==> src/rtl/logit_argmax.sv <==
// Scans the Layer 2 logit buffer after it reports done and publishes the argmax class.
// Define LOGIT_ARGMAX_MARGIN_EN to add runner-up tracking and a top-minus-second margin output.
module logit_argmax #(
  parameter int NUM_CLASSES = 10,
  parameter int LOGIT_W     = 6,
  parameter int IDX_W       = 4
) (
  input  logic                      clk,
  input  logic                      rst_n,
  input  logic                      start,
  output logic [IDX_W-1:0]          logit_addr,
  input  logic signed [LOGIT_W-1:0] logit_data,
  output logic                      busy,
  output logic                      done,
  output logic [IDX_W-1:0]          class_out,
  output logic signed [LOGIT_W-1:0] max_logit,
  output logic [LOGIT_W:0]          margin
);

  // Handshake: start is a level request that stays high until done is seen.
  // done stays high until start falls. A new scan needs start to fall and rise again.

  typedef enum logic [1:0] {IDLE, SCAN, DONE_ST} state_t;

  localparam logic [IDX_W-1:0]          LAST_IDX = IDX_W'(NUM_CLASSES - 1);
  localparam logic signed [LOGIT_W-1:0] MOST_NEG = {1'b1, {(LOGIT_W-1){1'b0}}};

  state_t                      state;
  logic [IDX_W-1:0]            idx;
  logic [IDX_W-1:0]            best_idx;
  logic signed [LOGIT_W-1:0]   best;

`ifdef LOGIT_ARGMAX_MARGIN_EN
  logic signed [LOGIT_W-1:0]   second;
  logic [LOGIT_W:0]            margin_diff;

  // One extra bit keeps best-second from wrapping when best is max and second is min.
  assign margin_diff = {best[LOGIT_W-1], best} - {second[LOGIT_W-1], second};
`else
  assign margin = '0;
`endif

  assign logit_addr = (state == SCAN) ? idx : '0;

  always_ff @(posedge clk or negedge rst_n) begin
    if (!rst_n) begin
      state     <= IDLE;
      busy      <= 1'b0;
      done      <= 1'b0;
      idx       <= '0;
      best      <= '0;
      best_idx  <= '0;
      class_out <= '0;
      max_logit <= '0;
`ifdef LOGIT_ARGMAX_MARGIN_EN
      second    <= '0;
      margin    <= '0;
`endif
    end else begin
      case (state)
        IDLE: begin
          done <= 1'b0;
          if (start) begin
            state <= SCAN;
            busy  <= 1'b1;
            idx   <= '0;
          end
        end

        SCAN: begin
          if (idx == '0) begin
            best     <= logit_data;
            best_idx <= '0;
`ifdef LOGIT_ARGMAX_MARGIN_EN
            second   <= MOST_NEG;
`endif
          end else if (logit_data > best) begin
            // Strict compare: equal values keep the earlier (lower) index.
`ifdef LOGIT_ARGMAX_MARGIN_EN
            second   <= best;
`endif
            best     <= logit_data;
            best_idx <= idx;
          end
`ifdef LOGIT_ARGMAX_MARGIN_EN
          else if (logit_data > second) begin
            second <= logit_data;
          end
`endif
          if (idx == LAST_IDX) begin
            state <= DONE_ST;
          end else begin
            idx <= idx + 1'b1;
          end
        end

        DONE_ST: begin
          if (!done) begin
            class_out <= best_idx;
            max_logit <= best;
`ifdef LOGIT_ARGMAX_MARGIN_EN
            margin    <= margin_diff;
`endif
            done      <= 1'b1;
            busy      <= 1'b0;
          end else if (!start) begin
            state <= IDLE;
            done  <= 1'b0;
          end
        end

        default: state <= IDLE;
      endcase
    end
  end

endmodule

==> config.mk <==
export PLATFORM = sky130hd
export DESIGN_NAME = logit_argmax
export DESIGN_NICKNAME = d
export VERILOG_FILES = /design/src/rtl/logit_argmax.sv
export SDC_FILE = /design/constraint.sdc
export NUM_CORES = 1
export LEC_CHECK = 0
export CAP_MARGIN = 5
export CORE_AREA = 2 2 47 93
export DETAILED_ROUTE_END_ITERATION = 7
export DIE_AREA = 0 0 49 95
export DONT_BUFFER_PORTS = 1
export PLACE_DENSITY = 0.56
export RECOVER_POWER = 50
export SYNTH_ARGS = -nofsm -noshare
export SYNTH_HDL_FRONTEND = slang
export SYNTH_SLANG_ARGS = --single-unit
==> constraint.sdc <==
create_clock -name clk -period 2.75 [get_ports clk]
set_input_delay 0.6875 -clock clk [delete_from_list [all_inputs] [get_ports clk]]
set_output_delay 0.6875 -clock clk [all_outputs]
set_load 0.005 [all_outputs]
==> flow_summary.json <==
{
  "status": "completed",
  "post_cts_buffers": 0,
  "arrival_ns": 2.15,
  "rsz0062_at_grt": "false",
  "multi_input_comb_area_um2": 678,
  "synth.yosys.seq_area_share_pct": 48.0,
  "finalWirelength_um": 2320,
  "path_delay_family": "compound AO/OA/AOI/OAI gates",
  "cts.sinks": 28,
  "seqCellArea_um2": 701,
  "insertion_delay_ns": 0.27,
  "ios": 32,
  "synth_compound_area_share_pct": 9.68,
  "r2r_cells": 7,
  "swShare_pct": 34.2,
  "power_switching_mw": 0.613,
  "vias": 837,
  "post_cts_resize_count": 0,
  "final_core_util_pct": 39.0,
  "num_rows": 33,
  "cts_tree": "yes",
  "nets": 144,
  "p_total_mw": 1.79,
  "postCtsHoldBufs": 0,
  "synth_top_family_by_area": "multiplexers",
  "crit_path_top_delay_cell": "dfrtp_1",
  "min_period_over_period_pct": 72.1,
  "die_w_um": 49,
  "grt_pass1_vias": 850,
  "path_cells": "inv_1, ha_1, nand4_1, o21bai_4, a31oi_4, o21a_4, mux2_4",
  "irDropWorstVdd_v": 0.000473,
  "p_int_mw": 1.18,
  "port_buffers": 0,
  "p_leak_nw": 0.763,
  "clk_path_buf_depth": 2,
  "syn-instance-count": 123,
  "syn_area_um2": 1460,
  "setup_viol": 0,
  "final_cell_mix": "dfrtp_1, inv_1, nand2_1",
  "r2r-end": "best[2]",
  "final.fill_count": 397,
  "cpPeakStageDelay_ns": 0.39,
  "start_kind": "flop",
  "avgSynthCellArea_um2": 11.9,
  "first_pass_iters": 3,
  "synth_mux_area_share_pct": 13.9,
  "yosysUniqueCellTypes": 32,
  "crit_fanout": 6,
  "worst_hold_path_type": "input port to asynchronous set/reset pin",
  "end_kind": "flop",
  "p_seq_share_pct": 41.3,
  "root_buffer": "clkbuf_8",
  "antenna_found_initial": 0,
  "comb_power_share_pct": 40.6,
  "ys_ff_latch": 28,
  "final_common_cell": "dfrtp_1",
  "required_ns": 2.92,
  "p_per_area_nw_per_um2": 1150,
  "tightest_slew_ns": 0.618,
  "initial_core_util_pct": 36.5,
  "cts_max_level": 1,
  "drive_gt1_share_pct": 21.6,
  "wire_per_inst_um": 13.1,
  "synthAdderAreaFrac_pct": 7.71,
  "drc": 0,
  "clkPwrFrac_pct": 18.1,
  "grt_pass1_wl_um": 3940,
  "max_cap_violations": 0,
  "fmax_ghz": 0.505,
  "fin_crit_ns": 1.98,
  "syn2layout_area_growth_pct": 6.86,
  "grt-ovfl-total": 0,
  "yosysWarnings": 0,
  "ant_nets": 0,
  "ff2ff_setup_slack_ns": 0.77,
  "slew_headroom_pct": 58.8,
  "dpl.hpwl_um": 1730,
  "die_area_um2": 4660,
  "skew_ns": 0.00465,
  "crit_type": "flop to flop",
  "gp_congestion": 0.709,
  "hold_viol": 0,
  "core_area_um2": 4010,
  "num_antenna_cells": 0,
  "r2r_start": "best[5]",
  "fp.dieH_um": 95,
  "fin_setup_tns_ns": 0,
  "vias_per_cell": 4.73,
  "slew_viol_final": 0,
  "path_clk_slew_ns": 0.10,
  "crit_buf_inv": 1,
  "grt_usage_pct": 10.9,
  "grt_max_degree": 29,
  "drtIter0Drc": 8,
  "hold_slack_ns": 0.0945,
  "yosys.area_share.simple_pct": 12.8,
  "synth_xor_area_share_pct": 0.600,
  "cts_buffers": 3
}
==> metal layers <==
metal  vias to the layer above  track usage (%)  part of all wire (%)
li1                        407                -                     -
met2                        24             17.5                    47
met5                         -                0                     0
met4                         0             2.86                  0.52
met3                         2             3.16                   6.3
met1                       404             14.4                    47
==> per-stage QoR <==
stage               std cells  setup slack, ns  cell area (um^2)
CTS                       177            0.758              1560
floorplan                 129            0.616              1480
global route              177            0.665              1560
global placement          173            0.524              1490
detailed placement        173            0.497              1490
finish                    177            0.768              1560
==> sequential cells by signal, summed over array words and instances (netlist names) <==
| register | flops |
|---|---|
| best | 6 |
| max_logit | 6 |
| best_idx | 4 |
| class_out | 4 |
| idx | 4 |
| state | 2 |
| busy | 1 |
| done | 1 |
==> Yosys cell counts <==
library cell  instances  area [um^2]
mux2_4                6         90.1
nand3b_1              1         7.51
xor2_1                1         8.76
o22ai_1               1         6.26
nand4_1               1         6.26
inv_1                11         41.3
a32o_1                3         30.0
nor2_1                4         15.0
o21ai_2               1         8.76
ha_1                  9          113
buf_2                 2         10.0
nand2b_1              1         6.26
dfrtp_1              28          701
and2b_1               1         7.51
nand4b_1              1         8.76
a21o_1                1         7.51
nor3b_2               2         25.0
and2_1                5         31.3
nor2b_1               1         6.26
nand2_1              11         41.3
nand3_1               3         15.0
a31oi_4               1         21.3
o21a_4                1         15.0
and2b_2               1         8.76
nor3b_1               1         7.51
mux2_2               10          113
buf_4                 7         52.6
a22o_1                1         8.76
o21ai_0               4         20.0
a21oi_1               1         5.00
conb_1                1         3.75
o21bai_4              1         18.8
==> cell families after synthesis <==
family | after synthesis
multiplexers | 16
buffers and inverters | 20
XOR/XNOR | 1
AND/OR/NAND/NOR | 33
AO/OA/AOI/OAI | 15
adder cells (fa/ha/maj) | 9
other | 1
flip-flops | 28
==> power by group through the flow <==
stage / clock (mW) / sequential (mW) / combinational [mW]
2_1_floorplan: 0 / 0.708 / 0.654
3_3_place_gp: 0 / 0.750 / 0.723
3_5_place_dp: 0 / 0.750 / 0.740
4_1_cts: 0.334 / 0.745 / 0.743
5_1_grt: 0.352 / 0.772 / 0.816
6_report: 0.324 / 0.740 / 0.728
==> layout make-up <==
| cell class | instances | area share (%) |
|---|---|---|
| Sequential cell | 28 | 44.9 |
| Multi-Input combinational cell | 81 | 43.5 |
| Tap cell | 52 | 4.17 |
| Clock buffer | 3 | 2.65 |
| Inverter | 11 | 2.65 |
| Clock inverter | 1 | 1.92 |
| Timing Repair Buffer | 1 | 0.241 |
==> worst max-delay path by stage <==
stage / from / to / cells after the start
finish: best[5] / best[2] / 7
CTS: state[1] / logit_addr[0] / 2
global route: best[3] / best[2] / 7
global placement: logit_data[5] / best[4] / 6
detailed placement: logit_data[5] / best[2] / 6
floorplan: logit_data[5] / best[1] / 6
Note: power is estimated with default switching activity, not from simulation.
